$ cat src/rtl/emmc_lane_framer_if.sv
// emmc_lane_framer_if: CMD/DAT byte streams plus serializer-side lane signals of the framer.
interface emmc_lane_framer_if;
   logic cmd_valid, cmd_last, cmd_ready;
   logic [7:0] cmd_byte;
   logic dat_valid, dat_last, dat_ready;
   logic [7:0] dat_byte;
   logic tx_ready;
   logic [7:0] tx_word;
   logic [1:0] grant;
   logic [15:0] frame_cnt;
   logic [7:0] trunc_cnt;
   modport master(
      output cmd_valid, cmd_byte, cmd_last, dat_valid, dat_byte, dat_last, tx_ready,
      input cmd_ready, dat_ready, tx_word, grant, frame_cnt, trunc_cnt
   );
   modport slave(
      input cmd_valid, cmd_byte, cmd_last, dat_valid, dat_byte, dat_last, tx_ready,
      output cmd_ready, dat_ready, tx_word, grant, frame_cnt, trunc_cnt
   );
endinterface

$ cat src/rtl/emmc_lane_framer.sv
// emmc_lane_framer: arbitrates CMD and DAT byte streams onto one TX lane as header/payload/XOR-trailer frames.
module emmc_lane_framer #(
   parameter logic [7:0] IDLE_WORD = 8'hBC,
   parameter logic [7:0] HDR_CMD = 8'hC5,
   parameter logic [7:0] HDR_DAT = 8'hD5,
   parameter int CMD_MAX = 8,
   parameter int DAT_MAX = 16
) (
   input logic clk_div,
   input logic rst,
   emmc_lane_framer_if.slave bus
);
   typedef enum logic [1:0] {IDLE, HDR, PAYLOAD, TRAIL} state_t;
   state_t state, state_n;
   logic [1:0] grant_n;
   logic [7:0] word_n, chk, cnt, cap, in_byte;
   logic last_dat, is_cmd, in_valid, in_last, acc, at_cap, pick_cmd;
   always_comb begin
      is_cmd = bus.grant[0];
      in_valid = is_cmd ? bus.cmd_valid : bus.dat_valid;
      in_last = is_cmd ? bus.cmd_last : bus.dat_last;
      in_byte = is_cmd ? bus.cmd_byte : bus.dat_byte;
      cap = is_cmd ? 8'(CMD_MAX) : 8'(DAT_MAX);
      at_cap = cnt + 8'd1 == cap;
      acc = state == PAYLOAD && in_valid;
      bus.cmd_ready = state == PAYLOAD && bus.grant[0] && bus.tx_ready;
      bus.dat_ready = state == PAYLOAD && bus.grant[1] && bus.tx_ready;
      // on a tie the channel that did not own the previous frame wins
      pick_cmd = bus.cmd_valid && (!bus.dat_valid || last_dat);
      state_n = state;
      grant_n = bus.grant;
      word_n = IDLE_WORD;
      case (state)
         IDLE: begin
            grant_n = pick_cmd ? 2'b01 : bus.dat_valid ? 2'b10 : 2'b00;
            state_n = bus.cmd_valid || bus.dat_valid ? HDR : IDLE;
         end
         HDR: begin
            word_n = is_cmd ? HDR_CMD : HDR_DAT;
            state_n = PAYLOAD;
         end
         PAYLOAD: begin
            word_n = in_valid ? in_byte : IDLE_WORD;
            state_n = in_valid && (in_last || at_cap) ? TRAIL : PAYLOAD;
         end
         default: begin
            word_n = chk;
            grant_n = 2'b00;
            state_n = IDLE;
         end
      endcase
   end
   always_ff @(posedge clk_div) begin
      if (rst) begin
         state <= IDLE;
         bus.grant <= 2'b00;
         bus.tx_word <= IDLE_WORD;
         bus.frame_cnt <= 16'd0;
         bus.trunc_cnt <= 8'd0;
         last_dat <= 1'b1;
         chk <= 8'd0;
         cnt <= 8'd0;
      end else if (bus.tx_ready) begin
         state <= state_n;
         bus.grant <= grant_n;
         bus.tx_word <= word_n;
         if (state == HDR) begin
            chk <= 8'd0;
            cnt <= 8'd0;
         end
         if (acc) begin
            chk <= chk ^ in_byte;
            cnt <= cnt + 8'd1;
         end
         if (acc && at_cap && !in_last && bus.trunc_cnt != 8'hFF) bus.trunc_cnt <= bus.trunc_cnt + 8'd1;
         if (state == TRAIL) begin
            bus.frame_cnt <= bus.frame_cnt + 16'd1;
            last_dat <= bus.grant[1];
         end
      end
   end
endmodule
$ cat src/flat_wrapper.sv
// flat-port wrapper written by rule: the top's interface ports become plain ports
module emmc_lane_framer_flat 
#(
   parameter logic [7:0] IDLE_WORD = 8'hBC,
   parameter logic [7:0] HDR_CMD = 8'hC5,
   parameter logic [7:0] HDR_DAT = 8'hD5,
   parameter int CMD_MAX = 8,
   parameter int DAT_MAX = 16
)
  (clk_div, rst, bus_cmd_valid, bus_cmd_byte, bus_cmd_last, bus_dat_valid, bus_dat_byte, bus_dat_last, bus_tx_ready, bus_cmd_ready, bus_dat_ready, bus_tx_word, bus_grant, bus_frame_cnt, bus_trunc_cnt);
  emmc_lane_framer_if bus_i ();
  input logic clk_div;
  input logic rst;
  input wire logic [$bits(bus_i.cmd_valid)-1:0] bus_cmd_valid;
  input wire logic [$bits(bus_i.cmd_byte)-1:0] bus_cmd_byte;
  input wire logic [$bits(bus_i.cmd_last)-1:0] bus_cmd_last;
  input wire logic [$bits(bus_i.dat_valid)-1:0] bus_dat_valid;
  input wire logic [$bits(bus_i.dat_byte)-1:0] bus_dat_byte;
  input wire logic [$bits(bus_i.dat_last)-1:0] bus_dat_last;
  input wire logic [$bits(bus_i.tx_ready)-1:0] bus_tx_ready;
  output wire logic [$bits(bus_i.cmd_ready)-1:0] bus_cmd_ready;
  output wire logic [$bits(bus_i.dat_ready)-1:0] bus_dat_ready;
  output wire logic [$bits(bus_i.tx_word)-1:0] bus_tx_word;
  output wire logic [$bits(bus_i.grant)-1:0] bus_grant;
  output wire logic [$bits(bus_i.frame_cnt)-1:0] bus_frame_cnt;
  output wire logic [$bits(bus_i.trunc_cnt)-1:0] bus_trunc_cnt;
  assign bus_i.cmd_valid = bus_cmd_valid;
  assign bus_i.cmd_byte = bus_cmd_byte;
  assign bus_i.cmd_last = bus_cmd_last;
  assign bus_i.dat_valid = bus_dat_valid;
  assign bus_i.dat_byte = bus_dat_byte;
  assign bus_i.dat_last = bus_dat_last;
  assign bus_i.tx_ready = bus_tx_ready;
  assign bus_cmd_ready = bus_i.cmd_ready;
  assign bus_dat_ready = bus_i.dat_ready;
  assign bus_tx_word = bus_i.tx_word;
  assign bus_grant = bus_i.grant;
  assign bus_frame_cnt = bus_i.frame_cnt;
  assign bus_trunc_cnt = bus_i.trunc_cnt;
  emmc_lane_framer #(.IDLE_WORD(IDLE_WORD), .HDR_CMD(HDR_CMD), .HDR_DAT(HDR_DAT), .CMD_MAX(CMD_MAX), .DAT_MAX(DAT_MAX)) u_core (.clk_div(clk_div), .rst(rst), .bus(bus_i));
endmodule
$ cat config.mk
export PLATFORM = sky130hd
export DESIGN_NAME = emmc_lane_framer_flat
export DESIGN_NICKNAME = d
export VERILOG_FILES = /design/src/rtl/emmc_lane_framer_if.sv /design/src/rtl/emmc_lane_framer.sv /design/src/flat_wrapper.sv
export SDC_FILE = /design/constraint.sdc
export NUM_CORES = 1
export LEC_CHECK = 0
export ABC_AREA = 1
export CAP_MARGIN = 15
export CORE_MARGIN = 1
export CORE_UTILIZATION = 30
export CTS_CLUSTER_SIZE = 16
export DETAILED_ROUTE_END_ITERATION = 16
export GPL_TIMING_DRIVEN = 0
export PLACE_DENSITY_LB_ADDON = 0.08
export SLEW_MARGIN = 40
export SYNTH_ARGS = -nofsm -noshare
export SYNTH_HDL_FRONTEND = slang
export SYNTH_SLANG_ARGS = --single-unit
$ cat constraint.sdc
create_clock -name clk_div -period 2 [get_ports clk_div]
set_clock_uncertainty 0.05 [all_clocks]
set_input_delay 0.4 -clock clk_div [delete_from_list [all_inputs] [get_ports clk_div]]
set_output_delay 0.4 -clock clk_div [all_outputs]
set_load 0.02 [all_outputs]
Yosys cells after proc, flatten, opt, wreduce, memory -nomap -nowiden
Cells that the tools add are included.
{"block": "word_totals", "word_cells": 56, "ff_bits": 53, "inputBits": 23, "output_inout_bits": 36}
{"block": "classes", "n_addsub": 3, "n_eq_ne": 5, "muxes": 16, "bitwise_logic": 2, "n_reduce_logical": 22}
{"cell": "$mux W8", "count": 5}
{"cell": "$pmux W8 S3", "count": 1}
{"cell": "$add A16 B1 Y16 const B", "count": 1}
{"cell": "$add A8 B1 Y8 const B", "count": 2}
{"cell": "$logic_and A1 B1 Y1", "count": 10}
{"cell": "$mux W5", "count": 2}
{"cell": "$eq A8 B8 Y1", "count": 1}
{"cell": "$ne A8 B8 Y1 const B", "count": 1}
{"cell": "$reduce_and A2 Y1", "count": 4}
{"cell": "$xor A8 B8 Y8", "count": 1}
{"cell": "$pmux W2 S3", "count": 1}
{"cell": "$eq A2 B2 Y1 const B", "count": 2}
{"cell": "$mux W1", "count": 4}
{"cell": "$mux W2", "count": 2}
{"cell": "$pmux W2 S2", "count": 1}
{"cell": "$logic_or A1 B1 Y1", "count": 3}
{"cell": "$eq A2 B1 Y1 const B", "count": 1}
{"cell": "$logic_not A1 Y1", "count": 2}
{"cell": "$logic_not A2 Y1", "count": 1}
{"cell": "$reduce_bool A2 Y1", "count": 1}
{"cell": "$reduce_or A2 Y1", "count": 1}
{"cell": "$not A1 Y1", "count": 1}

Depth between registers and ports, before layout
Gate-level depths: netlist of run 1.
{"block": "logic_depth", "word_depth": 6, "ltp_mapped": 14, "depth_no_buf": 14}

Worst setup path after synthesis of run 1
No wires, ideal clock.
{"block": "synth_path", "path_type": "flip-flop to flip-flop", "startpoint": "reg u_core.bus.grant[0]", "endpoint": "reg u_core.bus.trunc_cnt[3]", "setup_time_ps": 115, "path_stages_with_launch": 12, "t_arrival_ps": 1669, "n_path_buf": 1, "synth_period_minus_slack_ps": 1834, "path_slack_ps": 166, "required_ps": 1835, "cell_sequence": "dfxtp_1 > buf_4 > nand2_1 > o21ai_4 > inv_2 > nor2_4 > nand2_1 > nor2_2 > nand3_4 > nor2_4 > a21oi_1 > and2_1"}
{"block": "synth_via", "elab_chain_cells": 6}
{"item": "from (decl)", "line": "emmc_lane_framer_if.sv:18", "text": "output cmd_ready, dat_ready, tx_word, grant, frame_cnt, trunc_cnt"}
{"item": "from (signal assigned)", "line": "emmc_lane_framer.sv:65", "text": "bus.grant <= grant_n;"}
{"item": "$mux W5 or $mux W1 (tied branches)", "line": "emmc_lane_framer.sv:23, emmc_lane_framer.sv:20"}
{"item": "$eq A8 B8 Y1 or $logic_and A1 B1 Y1 (tied branches)", "line": "emmc_lane_framer.sv:24, emmc_lane_framer.sv:25"}
{"item": "$logic_and A1 B1 Y1", "line": "emmc_lane_framer.sv:75", "text": "if (acc && at_cap && !in_last && bus.trunc_cnt != 8'hFF) bus.trunc_cnt <= bus.trunc_cnt + 8'd1;"}
{"item": "$logic_and A1 B1 Y1 * (2 in series)", "line": "emmc_lane_framer.sv:75"}
{"item": "$reduce_and A2 Y1 (no source line) *"}
{"item": "to (signal assigned)", "line": "emmc_lane_framer.sv:75"}
{"item": "to (decl)", "line": "emmc_lane_framer_if.sv:18"}
Mark *: on every way between the ends. The rest lies on a longest branch, timed or not.
A chain may end at the register's enable or synchronous reset.

Worst setup path after layout of run 1
{"block": "layout_path", "startpoint": "reg u_core.bus.frame_cnt[8]", "endpoint": "out bus_frame_cnt[8]"}
{"item": "from (decl)", "line": "emmc_lane_framer_if.sv:18"}
{"item": "from (signal assigned)", "line": "emmc_lane_framer.sv:77", "text": "bus.frame_cnt <= bus.frame_cnt + 16'd1;"}
{"item": "to (decl)", "line": "flat_wrapper.sv:25", "text": "output wire logic [$bits(bus_i.frame_cnt)-1:0] bus_frame_cnt;"}
No word-level cell between the ends.

==> summary.txt, run 1 <==
Status
  • Status: finished clean

Logic synthesis
  • Synth Cell Area: 0.00274 sq mm
  • Gate count of the mapped netlist: 386
  • EDFF count, synth: 0
  • Syn. warnings: 0
  • Area contributors post-synth: dfxtp_1, nand2_1, a21oi_1, inv_1, nor2_1
  • Sequential fraction of the synthesis area: 38.7%
  • Area leader, netlist: dfxtp_1
  • Unique masters post-synth: 34
  • Synth cell count leaders: nand2_1, dfxtp_1, inv_1
  • Syn Nets: 417
  • Most used DFF post-synth: dfxtp_1
  • Syn avg cell area: 7.10 sq um
  • Yosys reg bits: 53
  • Post-synth ARST share: 0%
  • Area fraction of the dominant cell type after synthesis: 38.7%
  • Count leader, synth: nand2_1

Route
  • Final WL: 7280 microns
  • Vias/cell: 4.71
  • DRT Pass-1 Iters: 4
  • DR DRC count: 0
  • Wire per inst: 12.7 microns
  • Initial DRC Count: 55
  • Via total after detailed routing: 2698
  • Post-route ant nets: 0

Floorplan
  • Initial Utilization: 31.3%
  • Full die area: 0.00952 sq mm
  • Die Ht: 97.6 microns
  • Core ar.: 0.00876 sq mm
  • Cell Rows: 34
  • Die X: 97.6 microns
  • I/O pin count: 59

Final layout
  • Nets: 495
  • Register area: 0.00107 sq mm
  • Multi-input logic area: 0.00157 sq mm
  • Diode count: 0
  • Filler cell count: 938
  • Layout area overhead: 37.9%
  • Layout cells sized above 1: 14.8%
  • Final Util: 43.1%

Power and ir drop
  • Leakage power: 1.44 nW
  • Max rail drop VDD: 0.301 mV
  • Power per Cell Area: 574 mW/mm^2

Clock tree
  • Clock Latency Late Sink: 0.31 ns
  • Sink Count: 53
  • Hold Buf Count CTS: 0
  • Max Root-Sink Buffers: 2
  • Worst-path clk slew: 0.10 ns
  • Clk root buf: clkbuf_8
  • CTS tree: yes
  • CTS HTree Levels: 2
  • Num CTS Buffers: 5

Worst setup path
  • CP max stage cell: clkdlybuf4s50_1
  • Crit path cell chain: clkdlybuf4s50_1
  • CP Capture Type: output pin
  • CP Buf/Inv Count: 1
  • Critical path type: reg2out
  • Reg2reg path depth: 12
  • Startpoint type of the worst setup path: flop
  • Arr. time, crit path: 1.43 ns
  • CP required: 1.55 ns
  • Crit path depth: 1
  • Top delay family on crit path: buffers and inverters
  • CP Max Fanout: 5
  • Slowest stage delay, CP: 0.65 ns

GRT
  • Pin count of the biggest net entering global routing: 17
  • Total GRT Usage: 15.8%
  • Initial antenna violation count: 0
  • Global-route wire length before repair: 12000 microns
  • Vias in the first global route: 2504
  • Grt total ovfl: 0

Timing
  • Final count of negative-setup-slack endpoints: 0
  • Total Neg Setup Slack: 0 ns
  • Rel. slew slack: 61.4%
  • Slew @ Worst Pin: 0.579 ns
  • Final Hold Viols: 0
  • Hold WS: 0.395 ns
  • Highest clock rate: 0.533 GHz
  • Fin crit period: 1.88 ns
  • Final worst-path cycle share: 93.9%
  • Final number of max-transition violations: 0

Min path
  • Hold depth: 2
  • HP Class: in2reg

Job
  • Maxcap violations: 0

Placement
  • GPL Wtd Cong: 0.752
  • Final HPWL DP: 5180 microns
  • # port buffers: 57
[cell type report]
class / count / share of cell area (%)
multi-input combinational: 276 / 41.5
clock inverter: 2 / 1.03
clock buffer: 6 / 1.92
sequential: 53 / 28.3
inverter: 50 / 5.03
buffer: 8 / 1.06
timing repair buffer: 70 / 17.5
tap: 108 / 3.58
[power by group]
part | internal (W) | total [W] | leakage, nW | switching, W
Sequential | 0.00108 | 0.00110 | 0.432 | 0.0000169
Clock | 0.000377 | 0.000754 | 0.0554 | 0.000378
Combinational | 0.000136 | 0.000315 | 0.957 | 0.000179
Total | 0.00159 | 0.00217 | 1.44 | 0.000574
[kinds of logic after synthesis]
kind of cell / after synthesis / share of synthesized area, %
adder cells (fa/ha/maj): 8 / 3.65
AO/OA/AOI/OAI: 86 / 17.8
multiplexers: 6 / 2.19
buffers and inverters: 58 / 8.22
flip-flops: 53 / 38.7
AND/OR/NAND/NOR: 173 / 28.8
XOR/XNOR: 2 / 0.639
[through the flow]
step                std cells  cell area (sq um)  power [W]  setup WS (ns)
floorplan                 386               2740    0.00130          0.166
global placement          551               3450    0.00143         -0.565
detailed placement        551               3450    0.00143         -0.554
finish                    573               3780    0.00217          0.122
global route              573               3780    0.00228       -0.00911
CTS                       561               3590    0.00220        0.00520
[flip-flops by register name (all words and copies together) (netlist names)]
register and cells:
u_core.bus.frame_cnt 16, u_core.bus.grant 2, u_core.bus.trunc_cnt 8, u_core.bus.tx_word 8
u_core.chk 8, u_core.cnt 8, u_core.last_dat 1, u_core.state 2
[layout by cell type (no fill, tap or decap), types with 2 or more instances in the layout]
| cell | n |
|---|---|
| a211oi_1 | 2 |
| a21oi_1 | 41 |
| buf_2 | 4 |
| buf_4 | 14 |
| clkbuf_1 | 5 |
| clkbuf_8 | 5 |
| clkdlybuf4s50_1 | 52 |
| clkinv_1 | 3 |
| dfxtp_1 | 49 |
| dfxtp_2 | 2 |
| dfxtp_4 | 2 |
| dlymetal6s2s_1 | 2 |
| ha_1 | 6 |
| ha_2 | 2 |
| inv_1 | 44 |
| inv_2 | 2 |
| mux2i_1 | 6 |
| nand2_1 | 82 |
| nand2_2 | 7 |
| nand3_1 | 14 |
| nand3_2 | 4 |
| nand3_4 | 3 |
| nand3b_1 | 2 |
| nand4_1 | 3 |
| nor2_1 | 32 |
| nor2_2 | 3 |
| nor2_4 | 8 |
| nor3_1 | 8 |
| nor3b_2 | 3 |
| o211ai_1 | 4 |
| o21a_1 | 2 |
| o21ai_0 | 23 |
| o21ai_1 | 6 |
| o221ai_1 | 5 |
| or2_2 | 2 |
| xor2_1 | 2 |
[what timing repair did]
item / CTS / global route
pin swaps: 2 / 10
cloned: 0 / 1
endpoints found under the setup margin: 24 / 20
resized for setup: 14 / 34
buffers inserted: 2 / 11
[per-layer routing]
layer / part of all wire (%) / vias to the layer above / track usage [%]
li1: - / 1423 / -
met5: 0 / - / 0
met2: 46 / 50 / 25.8
met3: 3.6 / 7 / 2.81
met1: 49 / 1218 / 20.8
met4: 1.1 / 0 / 5.20
[path summary, 6_finish.rpt]
| kind | startpoint | endpoint | slack [ns] |
|---|---|---|---|
| min reg2reg | u_core.chk[7] | u_core.chk[7] | 0.41 |
| min | rst | u_core.bus.trunc_cnt[6] | 0.40 |
| max | u_core.bus.frame_cnt[8] | bus_frame_cnt[8] | 0.12 |
| max reg2reg | u_core.cnt[0] | u_core.bus.trunc_cnt[3] | 0.15 |
Note: power is estimated with default switching activity, not from simulation.
==> inputs of run 2 (changes only) <==
--- a/config.mk
+++ b/config.mk
@@ -9,10 +9,11 @@
 export CAP_MARGIN = 15
 export CORE_MARGIN = 1
 export CORE_UTILIZATION = 30
-export CTS_CLUSTER_SIZE = 16
+export CTS_BUF_LIST = sky130_fd_sc_hd__clkbuf_16
 export DETAILED_ROUTE_END_ITERATION = 16
 export GPL_TIMING_DRIVEN = 0
 export PLACE_DENSITY_LB_ADDON = 0.08
+export SETUP_SLACK_MARGIN = 0.15
 export SLEW_MARGIN = 40
 export SYNTH_ARGS = -nofsm -noshare
 export SYNTH_HDL_FRONTEND = slang
==> run 2 against run 1 <==
Compared with the run above:
- global-route usage is 0.45 points higher
- largest power group unchanged
- die area stayed put
- setup slack better by 0.060 ns
==> summary.txt, run 2 (synthesized netlist as in run 1, its figures left out) <==
Worst setup path
  • CP Buf/Inv Count: 1
  • CP Max Fanout: 5
  • Slowest stage delay, CP: 0.64 ns
  • Reg2reg setup slack: 0.24 ns
  • CP Capture Type: output pin
  • Worst R2R End: u_core.bus.frame_cnt[15]
  • Reg2reg path depth: 13
  • CP max stage cell: clkdlybuf4s50_1
  • CP required: 1.55 ns
  • Arr. time, crit path: 1.37 ns
  • Worst r2r src: u_core.state[0]
  • Startpoint type of the worst setup path: flop
  • Critical path type: reg2out
  • Crit path cell chain: clkdlybuf4s50_1
  • Top delay family on crit path: buffers and inverters

Final layout
  • Nets: 502
  • Diode count: 0
  • Layout area overhead: 45.7%
  • Layout cells sized above 1: 20.3%
  • Most common cell after layout, fill and taps aside: nand2_1
  • Top reg by flops: u_core.bus.frame_cnt
  • Final Cell Area: 0.00399 sq mm
  • Filler cell count: 921
  • Max reg flops: 16
  • Commonest cells after routing, fill and taps aside: nand2_1, clkdlybuf4s50_1, dfxtp_1
  • Final Util: 45.5%

Timing
  • Rel. slew slack: 62.4%
  • Final number of max-transition violations: 0
  • Final worst-path cycle share: 90.9%
  • Fin crit period: 1.82 ns
  • Final Hold Viols: 0
  • RSZ-0062 raised after global routing: yes
  • Hold WS: 0.406 ns
  • Highest clock rate: 0.550 GHz
  • Final count of negative-setup-slack endpoints: 0
  • Slew @ Worst Pin: 0.564 ns

Placement
  • Final HPWL DP: 5180 microns
  • GPL Wtd Cong: 0.752
  • # port buffers: 57
  • Post-DP Area: 0.00345 sq mm

Route
  • Max layer used: met4
  • Met2 WL post-DR: 3400 microns
  • Routed wl met3: 246 microns
  • Initial DRC Count: 76
  • Post-route ant nets: 0
  • DR DRC count: 0
  • Final WL: 7350 microns
  • DRT Pass-1 Iters: 4
  • Wire per inst: 12.7 microns
  • Via total after detailed routing: 2736
  • Met1 WL: 3620 microns
  • Vias/cell: 4.72

Clock tree
  • Clock Latency Late Sink: 0.30 ns
  • Worst-path clk slew: 0.07 ns
  • CTS HTree Levels: 2
  • Clk root buf: clkbuf_16
  • Hold Buf Count CTS: 0
  • Max Root-Sink Buffers: 2
  • Num CTS Buffers: 5
  • CTS tree: yes
  • Sink Count: 53

Min path
  • HP Class: reg2reg
  • Hold depth: 1
  • Hold wc startpoint: u_core.chk[7]
  • Hold Path End: u_core.chk[7]

Power and ir drop
  • Clk pwr share: 41.2%
  • Total Power: 0.00243 W
  • Max rail drop VDD: 0.334 mV
  • Power per Cell Area: 609 mW/mm^2
  • Cell internal pwr: 0.00181 W
  • Sequential fraction of design power: 45.3%
  • Sw Share: 25.4%
  • Leakage power: 1.56 nW
  • NetSw: 0.000616 W
  • Comb power frac: 13.5%

GRT
  • Pin count of the biggest net entering global routing: 17
  • Initial antenna violation count: 0
  • Vias in the first global route: 2581
  • Total GRT Usage: 16.2%
  • Global-route wire length before repair: 12400 microns
  • Grt total ovfl: 0

Floorplan
  • Initial Utilization: 31.3%
  • Cell Rows: 34
  • Die Ht: 97.6 microns
  • Die X: 97.6 microns
  • Full die area: 0.00952 sq mm
  • Core ar.: 0.00876 sq mm
  • I/O pin count: 59

Status
  • Status: finished clean

Job
  • Maxcap violations: 0
==> run 2: cell types whose count changed in the layout (fill, tap and decap cells not counted), sizes merged <==
cell and change:
nand3 -1, buf +9, dlygate4sd2 +1, dlymetal6s2s -1, clkdlybuf4s50 -1, inv +1
clkbuf -1
==> run 2: worst max-delay path by stage <==
stage	start	endpoint	cells after the start
floorplan	u_core.bus.grant[0]	u_core.bus.trunc_cnt[3]	11
global placement	bus_tx_ready	u_core.bus.frame_cnt[15]	12
detailed placement	bus_tx_ready	u_core.bus.frame_cnt[15]	12
CTS	u_core.bus.frame_cnt[8]	bus_frame_cnt[8]	1
global route	u_core.state[0]	u_core.bus.frame_cnt[12]	12
finish	u_core.bus.trunc_cnt[3]	bus_trunc_cnt[3]	1
==> run 2: per-layer routing <==
layer  track usage, %  up-vias
met1             21.1     1254
met2             26.9       43
li1                 -     1433
met5                0        -
met3             2.81        6
met4             5.54        0
==> run 2: layout make-up <==
cell class              instances  area [sq um]  area share [%]
plain buffers                   8          47.5            1.19
clock buffers                   5           125            3.13
clock inverters                 3          42.5            1.07
inverters                      50           188            4.70
multi-input cells             275          1650            41.4
flip-flops and latches         53          1080            27.0
well taps                     108           135            3.39
repair buffers                 78           721            18.1
==> run 2: through the flow <==
stage / instances / setup WS, ns / TNS [ns]
final: 580 / 0.182 / 0
after global routing: 580 / 0.121 / 0
after CTS: 574 / 0.147 / 0
after detailed placement: 551 / -0.554 / -12.96
after global placement: 551 / -0.565 / -13.25
after floorplan: 386 / 0.166 / 0
==> run 2: power groups by stage <==
stage / sequential [W] / combinational (W) / clock [W]
after global routing: 0.00110 / 0.000365 / 0.00107
after global placement: 0.00112 / 0.000303 / 0
after CTS: 0.00110 / 0.000319 / 0.00103
final: 0.00110 / 0.000328 / 0.00100
after detailed placement: 0.00112 / 0.000303 / 0
after floorplan: 0.00114 / 0.000156 / 0
==> run 2: timing repair <==
| item | 4_1_cts | 5_1_grt |
|---|---|---|
| buffers inserted | 15 | 6 |
| pin swaps | 11 | 20 |
| gates resized for setup | 41 | 43 |
| endpoints found under the setup margin | 37 | 27 |
